[src/rtl/fetch_unit_if.sv]
// rtl/fetch_unit_if.sv - memory request bus and instruction stream between fetch and its neighbours
interface fetch_unit_if;
  logic        mem_read;
  logic [15:0] mem_address;
  logic [31:0] mem_data;
  logic        instr_valid;
  logic        instr_ready;
  logic [31:0] instr;
  logic [15:0] instr_pc;

  modport master (
    output mem_read, mem_address,
    input  mem_data,
    output instr_valid, instr, instr_pc,
    input  instr_ready
  );

  modport slave (
    input  mem_read, mem_address,
    output mem_data,
    input  instr_valid, instr, instr_pc,
    output instr_ready
  );
endinterface

[src/rtl/fetch_unit.sv]
// rtl/fetch_unit.sv - instruction fetch with one-cycle memory, FIFO buffer, redirect and range fault
module fetch_unit #(
  parameter int          DEPTH     = 2,
  parameter int          MEM_WORDS = 512,
  parameter logic [15:0] RESET_PC  = 16'h0000
) (
  input  logic         clk,
  input  logic         rst_n,
  input  logic         enable,
  input  logic         redirect,
  input  logic [15:0]  redirect_pc,
  output logic         fault,
  output logic [15:0]  fault_pc,
  fetch_unit_if.master bus
);

  localparam int              AW        = $clog2(DEPTH);
  localparam int              CW        = AW + 1;
  localparam logic [CW-1:0]   DEPTH_C   = CW'(DEPTH);
  localparam logic [16:0]     MEM_LIMIT = 17'(MEM_WORDS);

  typedef enum logic [0:0] {RUN, FAULT} state_t;

  state_t        state, state_nx;
  logic [15:0]   pc;
  logic [CW-1:0] count;
  logic [CW-1:0] free;
  logic [AW-1:0] rd_ptr, wr_ptr;
  logic [31:0]   buf_data [DEPTH];
  logic [15:0]   buf_pc   [DEPTH];
  logic          pop, push, issue, fault_set, in_range;

  // mem_read doubles as the in-flight flag: a request always answers on the next edge
  assign in_range = {1'b0, pc} < MEM_LIMIT;
  assign pop      = bus.instr_valid && bus.instr_ready;
  assign push     = bus.mem_read && !redirect;
  assign free     = DEPTH_C - count - CW'(bus.mem_read) + CW'(pop);

  assign bus.instr_valid = (count != '0);
  assign bus.instr       = buf_data[rd_ptr];
  assign bus.instr_pc    = buf_pc[rd_ptr];

  always_comb begin
    state_nx  = state;
    issue     = 1'b0;
    fault_set = 1'b0;
    if (redirect) begin
      state_nx = RUN;
    end else if (state == RUN && enable) begin
      if (in_range) begin
        issue = (free != '0);
      end else begin
        fault_set = 1'b1;
        state_nx  = FAULT;
      end
    end
  end

  always_ff @(posedge clk or negedge rst_n) begin
    if (!rst_n) state <= RUN;
    else        state <= state_nx;
  end

  always_ff @(posedge clk or negedge rst_n) begin
    if (!rst_n) begin
      bus.mem_read    <= 1'b0;
      bus.mem_address <= 16'h0000;
      pc              <= RESET_PC;
      fault           <= 1'b0;
      fault_pc        <= 16'h0000;
      count           <= '0;
      rd_ptr          <= '0;
      wr_ptr          <= '0;
    end else begin
      bus.mem_read <= issue;
      if (issue) bus.mem_address <= pc;

      if (redirect)   pc <= redirect_pc;
      else if (issue) pc <= pc + 16'd1;

      if (redirect) begin
        fault <= 1'b0;
      end else if (fault_set) begin
        fault    <= 1'b1;
        fault_pc <= pc;
      end

      // redirect flushes the buffer and drops both the arriving word and any pop
      if (redirect) begin
        count  <= '0;
        rd_ptr <= '0;
        wr_ptr <= '0;
      end else begin
        if (push) wr_ptr <= wr_ptr + 1'b1;
        if (pop)  rd_ptr <= rd_ptr + 1'b1;
        if (push && !pop)      count <= count + 1'b1;
        else if (!push && pop) count <= count - 1'b1;
      end
    end
  end

  always_ff @(posedge clk) begin
    if (push) begin
      buf_data[wr_ptr] <= bus.mem_data;
      buf_pc[wr_ptr]   <= bus.mem_address;
    end
  end

endmodule

[src/flat_wrapper.sv]
// flat-port wrapper written by rule: the top's interface ports become plain ports
module fetch_unit_flat 
#(
  parameter int          DEPTH     = 2,
  parameter int          MEM_WORDS = 512,
  parameter logic [15:0] RESET_PC  = 16'h0000
)
  (clk, rst_n, enable, redirect, redirect_pc, fault, fault_pc, bus_mem_read, bus_mem_address, bus_mem_data, bus_instr_valid, bus_instr, bus_instr_pc, bus_instr_ready);
  fetch_unit_if bus_i ();
  input  logic clk;
  input  logic rst_n;
  input  logic enable;
  input  logic redirect;
  input  logic [15:0] redirect_pc;
  output logic fault;
  output logic [15:0] fault_pc;
  output wire logic [$bits(bus_i.mem_read)-1:0] bus_mem_read;
  output wire logic [$bits(bus_i.mem_address)-1:0] bus_mem_address;
  input wire logic [$bits(bus_i.mem_data)-1:0] bus_mem_data;
  output wire logic [$bits(bus_i.instr_valid)-1:0] bus_instr_valid;
  output wire logic [$bits(bus_i.instr)-1:0] bus_instr;
  output wire logic [$bits(bus_i.instr_pc)-1:0] bus_instr_pc;
  input wire logic [$bits(bus_i.instr_ready)-1:0] bus_instr_ready;
  assign bus_mem_read = bus_i.mem_read;
  assign bus_mem_address = bus_i.mem_address;
  assign bus_i.mem_data = bus_mem_data;
  assign bus_instr_valid = bus_i.instr_valid;
  assign bus_instr = bus_i.instr;
  assign bus_instr_pc = bus_i.instr_pc;
  assign bus_i.instr_ready = bus_instr_ready;
  fetch_unit #(.DEPTH(DEPTH), .MEM_WORDS(MEM_WORDS), .RESET_PC(RESET_PC)) u_core (.clk(clk), .rst_n(rst_n), .enable(enable), .redirect(redirect), .redirect_pc(redirect_pc), .fault(fault), .fault_pc(fault_pc), .bus(bus_i));
endmodule
[config.mk]
export PLATFORM = sky130hd
export DESIGN_NAME = fetch_unit_flat
export DESIGN_NICKNAME = d
export VERILOG_FILES = /design/src/rtl/fetch_unit_if.sv /design/src/rtl/fetch_unit.sv /design/src/flat_wrapper.sv
export SDC_FILE = /design/constraint.sdc
export NUM_CORES = 1
export LEC_CHECK = 0
export ABC_AREA = 1
export CORE_MARGIN = 1.5
export CORE_UTILIZATION = 55
export CTS_BUF_LIST = sky130_fd_sc_hd__clkbuf_8
export DETAILED_ROUTE_END_ITERATION = 6
export PLACE_DENSITY = 0.86
export RECOVER_POWER = 100
export SETUP_SLACK_MARGIN = 0.15
export SYNTH_ARGS = -nofsm -noshare
export SYNTH_HDL_FRONTEND = slang
export SYNTH_SLANG_ARGS = --single-unit
[constraint.sdc]
create_clock -name clk -period 4.84 [get_ports clk]
set_clock_uncertainty 0.05 [all_clocks]
set_input_delay 0.726 -clock clk [delete_from_list [all_inputs] [get_ports clk]]
set_output_delay 0.726 -clock clk [all_outputs]
set_load 0.01 [all_outputs]
# After elaboration in Yosys (flattened, before gate mapping)
# Memories as Yosys holds them, arrays and structs flattened.
# Cells that the tools add are included.
# Widths: inputs -> output; s select.
[op_classes]
add_sub_neg = 8
n_lt_le_gt_ge = 1
n_eq_ne = 1
muxes = 22
bitwise_logic = 2
reduce_logical = 18
[ops]
columns = ["cell", "count"]
rows = [
  ["$mux 16", 2],
  ["$mux 1", 17],
  ["$add 16x1->16 const B", 1],
  ["$lt 16x10->1 const B", 1],
  ["$reduce_bool 2->1", 7],
  ["$mux 2", 3],
  ["$logic_and 1x1->1", 5],
  ["$reduce_and 2->1", 2],
  ["$logic_not 1->1", 3],
  ["$reduce_bool 3->1", 1],
  ["$add 1x1->1 const B", 2],
  ["$add 2x1->2", 1],
  ["$add 2x1->2 const B", 1],
  ["$ne 2x2->1 const B", 1],
  ["$not 1->1", 2],
  ["$sub 2x1->2", 1],
  ["$sub 2x1->2 const B", 1],
  ["$sub 2x2->2 const A", 1],
]
[word_totals]
register_bits = 55
ram_bits = 96
out_inout_bits = 83
mem_count = 2
[memory_table]
columns = ["memory", "depth", "width", "read_ports", "rd_ports_with_merged_regs", "write_ports", "line_no", "text"]
rows = [
  ["u_core.buf_data", 2, 32, 1, 0, 1, "fetch_unit.sv:29", "logic [31:0] buf_data [DEPTH];"],
  ["u_core.buf_pc", 2, 16, 1, 0, 1, "fetch_unit.sv:30", "logic [15:0] buf_pc [DEPTH];"],
]

# Logic depth before layout (Yosys ltp)
# Gate-level depths: netlist of the first run.
[depth]
word_depth = 9
ltp_mapped = 12
depth_no_buf = 11

# Least setup slack after synthesis of the first run
# Ideal clock, no wire load.
[synth_path]
path_kind = "input-to-reg"
start = "in redirect"
end = "mem u_core.buf_data[1][0], enable pin"
setup_ns = 0.453
t_arrival_ns = 2.909
setup_slack_ns = 1.427
path_stages = 3
path_buffers = 0
cell_sequence = "nor2_1 > inv_1 > nor2_1"
[synth_via]
elab_chain_cells = 4
[synth_lines]
columns = ["element", "line_no", "text"]
rows = [
  ["from (decl)", "flat_wrapper.sv:13", "input logic redirect;"],
  ["$logic_not 1->1", "fetch_unit.sv:36", "assign push = bus.mem_read && !redirect;"],
  ["$logic_and 1x1->1", "fetch_unit.sv:36", ""],
  ["$mux 1", "fetch_unit.sv:103", "if (push) begin"],
  ["$mux 1 (implied by the code)", "fetch_unit.sv:104", "buf_data[wr_ptr] <= bus.mem_data;"],
  ["to (decl)", "fetch_unit.sv:29", ""],
]
# No other way between the ends.

# Worst setup path in the final report of the first run
[layout_path]
start = "reg u_core.rd_ptr"
end = "out bus_instr[1]"
[layout_via]
elab_chain_cells = 1
[layout_lines]
columns = ["element", "line_no", "text"]
rows = [
  ["from (decl)", "fetch_unit.sv:28", "logic [AW-1:0] rd_ptr, wr_ptr;"],
  ["from (signal assigned)", "fetch_unit.sv:95", "if (pop) rd_ptr <= rd_ptr + 1'b1;"],
  ["$mem_v2 2x32", "--", ""],
  ["to (decl)", "flat_wrapper.sv:21", "output wire logic [$bits(bus_i.instr)-1:0] bus_instr;"],
]
# No other way between the ends.

==> results of run 1 <==
-- cell usage after synthesis --
| cell type | n |
|---|---|
| a21oi_1 | 3 |
| buf_12 | 1 |
| buf_2 | 7 |
| buf_6 | 2 |
| clkbuf_1 | 10 |
| dfrtp_1 | 55 |
| edfxtp_1 | 96 |
| fa_1 | 1 |
| ha_1 | 1 |
| inv_1 | 33 |
| inv_2 | 2 |
| nand2_1 | 249 |
| nand2_4 | 1 |
| nand3_1 | 23 |
| nand3_2 | 2 |
| nand3_4 | 1 |
| nand4_1 | 3 |
| nand4_2 | 1 |
| nor2_1 | 18 |
| nor2_4 | 2 |
| o21a_1 | 1 |
| o21ai_0 | 23 |
| o21ai_1 | 2 |
| o21ai_2 | 14 |
| xnor2_1 | 1 |
| xor2_1 | 1 |
-- power by group --
group          switching, mW  leakage [nW]  internal (mW)
sequential            0.0487          1.59           1.43
combinational          0.216          1.63          0.187
clock                  0.446         0.191          0.449
total                  0.711          3.41           2.07
-- through the flow --
stage                     std cells  instance area [µm²]  utilization [%]  total power [mW]
after floorplan                 553                 6046                -             1.704
after global placement          812                 7497            69.46             1.946
after detailed placement        812                 7497            69.46             1.961
after CTS                       844                 7868            72.90             2.846
after global routing            844                 7789            72.17             2.903
final                           844                 7789            72.17             2.781
-- flip-flops by register name, summed over array words and instances, names as in the netlist --
signal,cells
u_core.rd_ptr,1
u_core.wr_ptr,1
u_core.state,1
u_core.bus.mem_address,16
u_core.buf_data,64
u_core.bus.mem_read,1
u_core.buf_pc,32
u_core.fault_pc,16
u_core.count,2
u_core.pc,16
u_core.fault,1
-- per-layer routing --
layer / up-vias / routed length, µm / global-route usage [%]
met5: - / 0 / 0
met3: 14 / 920 / 6.538
met2: 168 / 6562 / 39.08
met4: 0 / 170 / 7.237
met1: 2080 / 5122 / 28.75
li1: 2077 / - / -
-- worst paths after layout --
| kind | startpoint | endpoint | cells after the start |
|---|---|---|---|
| setup / recovery | u_core.rd_ptr | bus_instr[1] | 5 |
| hold / removal | u_core.fault_pc[10] | u_core.fault_pc[10] | 2 |
| setup reg to reg | u_core.count[0] | u_core.bus.mem_address[3] | 9 |
| hold reg to reg | u_core.fault_pc[10] | u_core.fault_pc[10] | 2 |
| max in group asynchronous | rst_n | u_core.pc[10] | 2 |
| min in group asynchronous | rst_n | u_core.fault_pc[8] | 2 |
-- critical path, stage by stage (launching register included) --
cell,delay [ps]
dfrtp_1,360
buf_4,290
inv_1,1150
nand2_1,160
nand2_1,140
dlygate4sd3_1,610
-- final cells by class --
class	instances	area, µm²
flip-flops and latches	151	4259
inverters	35	131.4
multi-input cells	347	1488
repair buffers	139	1365
clock buffers	17	234.0
fillers	750	3004
clock inverters	15	136.4
well taps	140	175.2
-- cells by family (layout without fill, tap and decap cells) --
family | Yosys count | after routing
adders and majority gates | 2 | 2
xor gates and xnor gates | 2 | 2
DFF | 151 | 151
and+or+nand+nor | 300 | 300
buffers and inverters | 55 | 206
AOI/OAI and AO/OA | 43 | 43
==> metrics, run 1 <==
RSZ-0062 raised after global routing no; commonest non-fill, non-tap cells in the layout nand2_1, dlygate4sd3_1, edfxtp_1, dfrtp_1, o21ai_0; GPL Wtd Cong a little over 0.8; Worst Tran Pin Value around 2900 ps; number of post-CTS setup repair buffers 0; R2R setup slack 1980 ps; crit path launch type flop; largest net degree at the start of global routing 56; Synth Area in XOR/XNOR 0.2897%; Initial Util a little under three fifths; clock sink count 151; final wirelength about 13000 µm; mux share of post-synthesis cell area 0%; CTS Buf Count 17; CTS tree done; I/O pins 136; maximum vdd drop 0.0002045 V; Die Height 107.8 µm; commonest non-fill, non-tap cell in the layout nand2_1; final hold viol count 0; initial antenna violation count 0; hold slack about 430 ps; Remaining Overflow, GRT 0; status finished with violations; crit path max fanout 50; Worst Path Required 4060 ps; Synth Area per Inst 10.93 µm²; Final setup viols 0; final worst-path cycle share 81.36%; critical path endpoint category primary output; hold_buf cts 0; worst min path class flop to flop; vias in the first global route 4088; routed vias 4339; Mapped Cells 553; WL per Instance 15.14 µm; Post-Route Setup TNS 0 ps; Synth cell types 26; global-route wire length before repair around 20000 µm; post-synthesis sequential area ratio 70.45%; H-tree levels 4; PD cells approximately 360 nW/µm²; Leak 3.410 nW; Port Buffer Count between 100 and 150; clk_lat worst skew 440 ps; syn nets 608; clk buf depth 2; Post-Synth Simple-Gate Area 20.18%; failing checks max-capacitance violations, max-slew violations; clk slew on worst S/H paths around 80 ps; fin. max-slew vios 107; max_cap viols 2; vias per inst 5.141; main combinational cell family by area after synthesis simple AND/OR/NAND/NOR gates; post-synth top area cell edfxtp_1; diode count 0; die span in x 107.8 µm; Core Rows 38; pre-CTS setup slack 1379 ps; clk root buf clkbuf_8; #FFs+latches synth 151; DRC viols 0; Tmin final 3938 ps; Overall Global Routing Usage 23.04%; compound-cell area share of the yosys netlist 4.470%; die area 11630 µm²; final layout net count about 750; Mapped Area 6046 µm²; share of layout cells above drive strength 1 5.824%; 1st-pass router iterations 5; # resized after CTS 0; DR iter-0 viols 264; Yosys top cell area share 47.68%; Fmax 253.9 MHz; Yosys Warn Count 0; Post-DRT Antenna Nets 0; Core ar. 10790 µm²; Adder-Cell Fraction of Synth Area 0.5381%; DP HPWL between 8000 and 9000 µm; Max-slew headroom -95.89%; critical path type flop to primary output; Arrival @ worst endpoint 3160 ps; setup ws final ~900 ps; P&R area growth vs syn 28.83%; synth top area cells edfxtp_1, dfrtp_1, nand2_1, inv_1, o21ai_2
Power figures use the tool's default switching activity.
==> run 2: changes to the inputs <==
--- a/config.mk
+++ b/config.mk
@@ -7,10 +7,10 @@
 export LEC_CHECK = 0
 export ABC_AREA = 1
 export CORE_MARGIN = 1.5
-export CORE_UTILIZATION = 55
+export CORE_UTILIZATION = 47
 export CTS_BUF_LIST = sky130_fd_sc_hd__clkbuf_8
 export DETAILED_ROUTE_END_ITERATION = 6
-export PLACE_DENSITY = 0.86
+export PLACE_DENSITY = 0.78
 export RECOVER_POWER = 100
 export SETUP_SLACK_MARGIN = 0.15
 export SYNTH_ARGS = -nofsm -noshare
==> constraint.sdc (replaced) <==
create_clock -name clk -period 3.5 [get_ports clk]
set_clock_uncertainty 0.05 [all_clocks]
set_input_delay 0.525 -clock clk [delete_from_list [all_inputs] [get_ports clk]]
set_output_delay 0.525 -clock clk [all_outputs]
set_load 0.01 [all_outputs]
==> metrics, run 2 (synthesis gave the netlist of run 1 again) <==
placed inst area 7545 µm² (was 7497 µm²); WL per Instance 14.28 µm (was 15.14 µm); Final Total Pwr 3.907 mW (was 2.781 mW); vias per inst 4.811 (was 5.141); Worst Path Required 2920 ps (was 4060 ps); Tmin final just under 3000 ps; critical path type flop to primary output (unchanged); Die Height 116.4 µm (was 107.8 µm); clk slew on worst S/H paths 90 ps (was 80 ps); 1st-pass router iterations 5 (unchanged); number of post-CTS setup repair buffers 0 (unchanged); Max-slew headroom -12.42% (was -95.89%); share of layout cells above drive strength 1 6.108% (was 5.824%); global-route wire length before repair 19460 µm (was 20040 µm); vias in the first global route 4020 (was 4088); final hold viol count 0 (unchanged); commonest non-fill, non-tap cells in the layout nand2_1, dlygate4sd3_1, edfxtp_1, dfrtp_1, o21ai_0 (unchanged); Remaining Overflow, GRT 0 (unchanged); commonest non-fill, non-tap cell in the layout nand2_1 (unchanged); DRC viols 0 (unchanged); GPL Wtd Cong 0.8096 (was 0.8307); I/O pins 136 (unchanged); Initial Util 48.10% (was 56.02%); status finished with violations (unchanged); maximum vdd drop 0.0002264 V (was 0.0002045 V); Fmax between 300 and 400 MHz; Port Buffer Count 135 (unchanged); fin. max-slew vios 33 (was 107); Post-Layout Inst Area 7854 µm² (was 7789 µm²); Worst Tran Pin Value 1686 ps (was 2938 ps); Core Rows 41 (was 38); routed vias 4219 (was 4339); Reg with most FFs u_core.buf_data (unchanged); crit path max fanout 50 (unchanged); failing checks max-capacitance violations, max-slew violations (unchanged); Overall Global Routing Usage 18.94% (was 23.04%); critical path endpoint category primary output (unchanged); P&R area growth vs syn 29.90% (was 28.83%); final wirelength 12520 µm (was 12770 µm); PD cells 497.5 nW/µm² (was 357.1 nW/µm²); max_cap viols 1 (was 2); R2R setup slack 680 ps (was 1980 ps); Post-Route Setup TNS 0 ps (unchanged); Core ar. 12570 µm² (was 10790 µm²); clk_lat worst skew 430 ps (was 440 ps); crit path launch type flop (unchanged); hold_buf cts 0 (unchanged); largest net degree at the start of global routing 51 (was 56); clock sink count 151 (unchanged); Core Util, Final 62.49% (was 72.17%); # resized after CTS 0 (unchanged); post-route insts no fill 877 (was 844); H-tree levels 4 (unchanged); die area 13550 µm² (was 11630 µm²); clk buf depth 2 (unchanged); clk root buf clkbuf_8 (unchanged); Placed Cells 845 (was 812); CTS Buf Count 17 (unchanged); die span in x 116.4 µm (was 107.8 µm); max reg flops 64 (unchanged); Largest regs u_core.buf_data: 64 flops, u_core.buf_pc: 32 flops (unchanged); initial antenna violation count 1 (was 0); final layout net count 747 (was 746); worst min path class input pin to async pin (was flop to flop); DR iter-0 viols 263 (was 264); Final setup viols 0 (unchanged); Leak 3.428 nW (was 3.410 nW); DP HPWL 8454 µm (was 8725 µm); RSZ-0062 raised after global routing no (unchanged); Arrival @ worst endpoint 2320 ps (was 3160 ps); Post-DRT Antenna Nets 0 (unchanged); CTS tree done (unchanged); final worst-path cycle share 82.80%
## run 2: cell count changes in the layout (fill, tap and decap cells not counted), sizes merged
cell,previous run,this run
clkinv,9,8
clkbuf,20,21
dlygate4sd3,113,116
diode,0,1
bufinv,2,3
clkdlybuf4s50,21,18
inv,36,35
## run 2: power by group
group | internal (mW) | total, mW | switching (mW)
Clock | 0.694 | 1.31 | 0.614
Sequential | 1.98 | 2.05 | 0.0674
Combinational | 0.256 | 0.549 | 0.293
## run 2: layer usage
metal	up-vias	track usage, %	routed length [µm]
met5	-	0	0
met4	0	5.447	144
met3	12	6.072	876
met2	147	30.94	5924
met1	1976	24.53	5577
li1	2084	-	-
## run 2: path summary, 6_finish.rpt
path	start	endpoint	cells after the start
min	rst_n	u_core.pc[3]	1
min reg2reg	u_core.fault_pc[6]	u_core.fault_pc[6]	2
max in group asynchronous	rst_n	u_core.bus.mem_address[12]	2
min in group clk	u_core.fault_pc[6]	u_core.fault_pc[6]	2
max reg2reg	u_core.count[0]	u_core.bus.mem_address[1]	9
max	u_core.rd_ptr	bus_instr[15]	4
## run 2: cell type report
| cell class | instances | area, µm² |
|---|---|---|
| fill | 993 | 4715 |
| sequential | 151 | 4259 |
| multi-input combinational | 347 | 1478 |
| timing repair buffer | 140 | 1374 |
| clock buffer | 17 | 234.0 |
| tap | 172 | 215.2 |
| clock inverter | 14 | 160.2 |
| inverter | 35 | 131.4 |
| antenna | 1 | 2.502 |
## run 2: critical path: stages, from the launching register on
cell	delay, ps
dfrtp_1	390
inv_2	630
nand2_1	130
nand2_1	90
dlygate4sd3_1	630
## run 2: stage by stage
| stage | hold WS (ps) | setup WS, ps |
|---|---|---|
| floorplan | 179.4 | 288.3 |
| global placement | 421.0 | 721.0 |
| detailed placement | 413.5 | 611.9 |
| CTS | 6.311 | 611.9 |
| global route | 398.9 | 318.5 |
| finish | 292.9 | 602.1 |
==> run 3: changes to the inputs <==
--- a/config.mk
+++ b/config.mk
@@ -7,10 +7,10 @@
 export LEC_CHECK = 0
 export ABC_AREA = 1
 export CORE_MARGIN = 1.5
-export CORE_UTILIZATION = 47
+export CORE_UTILIZATION = 52
 export CTS_BUF_LIST = sky130_fd_sc_hd__clkbuf_8
 export DETAILED_ROUTE_END_ITERATION = 6
-export PLACE_DENSITY = 0.78
+export PLACE_DENSITY = 0.82
 export RECOVER_POWER = 100
 export SETUP_SLACK_MARGIN = 0.15
 export SYNTH_ARGS = -nofsm -noshare
==> constraint.sdc (replaced) <==
create_clock -name clk -period 2.69 [get_ports clk]
set_clock_uncertainty 0.05 [all_clocks]
set_input_delay 0.4035 -clock clk [delete_from_list [all_inputs] [get_ports clk]]
set_output_delay 0.4035 -clock clk [all_outputs]
set_load 0.01 [all_outputs]
==> metrics, run 3 (synthesis gave the netlist of run 1 again) <==
status finished with violations (unchanged); failing checks max-capacitance violations, max-slew violations (unchanged); Reg with most FFs u_core.buf_data (unchanged); Worst Hold Launch u_core.fault_pc[2]; final wirelength 13180 µm (was 12520 µm); Hold Path End u_core.fault_pc[2]; commonest non-fill, non-tap cell in the layout nand2_1 (unchanged); clk root buf clkbuf_8 (unchanged); DR iter-0 viols 281 (was 263); clock sink count 151 (unchanged); final worst-path cycle share 92.32%; Final setup viols 0 (unchanged); DP HPWL 8947 µm (was 8454 µm); crit path max fanout 29 (was 50); placed inst area 7590 µm² (was 7545 µm²); Overall Global Routing Usage 22.56% (was 18.94%); 1st-pass router iterations 5 (unchanged); DRC viols 0 (unchanged); Tmin final between 2000 and 2500 ps; maximum vdd drop 0.0003408 V (was 0.0002264 V); RSZ-0062 raised after global routing no (unchanged); Worst Tran Pin Value 1736 ps (was 1686 ps); clk buf depth 2 (unchanged); Core Rows 39 (was 41); die area 12280 µm² (was 13550 µm²); Post-DRT Antenna Nets 0 (unchanged); PD cells 678.8 nW/µm² (was 497.5 nW/µm²); hold depth 2; Core ar. 11370 µm² (was 12570 µm²); routed vias 4369 (was 4219); final layout net count 753 (was 747); worst r2r dst u_core.pc[2] (was u_core.bus.mem_address[1]); R2R setup slack 290 ps (was 680 ps); largest net degree at the start of global routing 49 (was 51); WL per Instance 15.43 µm (was 14.28 µm); diode count 0 (was 1); Arrival @ worst endpoint 2030 ps (was 2320 ps); critical path type flop to primary output (unchanged); Worst R2R Path Depth 11 (was 9); clk slew on worst S/H paths 80 ps (was 90 ps); Post-Layout Inst Area 7991 µm² (was 7854 µm²); crit path launch type flop (unchanged); Reg-to-Reg Start u_core.count[1] (was u_core.count[0]); initial antenna violation count 0 (was 1); H-tree levels 4 (unchanged); I/O pins 136 (unchanged); clk_lat worst skew 440 ps (was 430 ps); Remaining Overflow, GRT 0 (unchanged); Leak 3.505 nW (was 3.428 nW); vias in the first global route 4304 (was 4020); Fmax 402.7 MHz; fin. max-slew vios 34 (was 33); CTS Buf Count 17 (unchanged); vias per inst 5.116 (was 4.811); final hold viol count 0 (unchanged); worst min path class flop to flop (was input pin to async pin); share of layout cells above drive strength 1 7.454% (was 6.108%); GPL Wtd Cong 0.8988 (was 0.8096); Largest regs u_core.buf_data: 64 flops, u_core.buf_pc: 32 flops (unchanged); CTS tree done (unchanged); global-route wire length before repair 21560 µm (was 19460 µm); commonest non-fill, non-tap cells in the layout nand2_1, dlygate4sd3_1, edfxtp_1, dfrtp_1, o21ai_0 (unchanged); max reg flops 64 (unchanged); Final Total Pwr 5.424 mW (was 3.907 mW); critical path endpoint category primary output (unchanged); Worst Path Required 2240 ps (was 2920 ps); P&R area growth vs syn 32.18% (was 29.90%); max_cap viols 1 (unchanged); Initial Util 53.17% (was 48.10%); Die Height 110.8 µm (was 116.4 µm); Port Buffer Count 135 (unchanged); Max-slew headroom -15.72% (was -12.42%); die span in x 110.8 µm (was 116.4 µm)
-- run 3: changes by cell type in the layout (fill, tap and decap cells not counted), moves of 2 or more --
cell / delta
dlygate4sd3_1: -3
clkinv_4: -2
bufinv_16: +3
clkdlybuf4s50_1: +4
buf_12: +2
buf_6: +2
clkinv_2: -2
-- run 3: through the flow --
stage          worst slack, ps  instances  setup TNS [ps]  hold WS, ps  util [%]
2_1_floorplan           -473.8        553          -45490        57.91         -
3_3_place_gp             258.7        820               0        418.7     66.75
4_1_cts                  246.6        854               0        440.9     71.13
5_1_grt                  88.83        854               0        437.5     70.29
3_5_place_dp             148.8        820               0        424.5     66.75
6_report                 206.5        854               0        442.5     70.29
-- run 3: how the worst max path moves through the flow --
| stage | start | endpoint | slack [ps] | cells past startpoint |
|---|---|---|---|---|
| after detailed placement | bus_instr_ready | u_core.bus.mem_address[4] | 150 | 10 |
| after floorplan | u_core.bus.mem_read | u_core.buf_data[1][0] | -470 | 4 |
| after global routing | u_core.rd_ptr | bus_instr_pc[10] | 90 | 5 |
| final | u_core.rd_ptr | bus_instr_pc[10] | 210 | 5 |
| after CTS | u_core.rd_ptr | bus_instr[10] | 250 | 5 |
| after global placement | bus_instr_ready | u_core.bus.mem_address[1] | 260 | 10 |
-- run 3: what timing repair did --
item,in CTS,in global routing
buffers inserted,1,0
endpoints found under the hold margin,32,0
resized for setup,4,0
hold buffers,1,0
endpoints found under the setup margin,46,0
-- run 3: layer usage --
layer	up-vias	part of all wire (%)	track usage [%]
li1	2100	-	-
met1	2079	42	28.47
met2	174	50	38.56
met3	16	6.5	5.741
met4	0	1.2	6.923
met5	-	0	0
-- run 3: layout make-up --
type | instances | area, µm²
multi-input combinational | 347 | 1493
tap | 143 | 178.9
fill | 843 | 3378
timing repair buffer | 146 | 1455
clock buffer | 17 | 234.0
inverter | 35 | 133.9
clock inverter | 15 | 234.0
sequential | 151 | 4263
-- run 3: power by group --
part           leakage [nW]  internal [mW]  switching, mW  total (mW)
Combinational          1.69          0.350          0.394       0.744
Clock                 0.229           1.19          0.823        2.01
Sequential             1.59           2.58         0.0917        2.67
Total                  3.50           4.12           1.31        5.42
-- run 3: worst max-delay path, stage by stage (launching register included) --
cell           delay, ps
dfrtp_4              520
inv_4                110
buf_12               180
nand2_1               80
nand2_1               50
dlygate4sd3_1        640
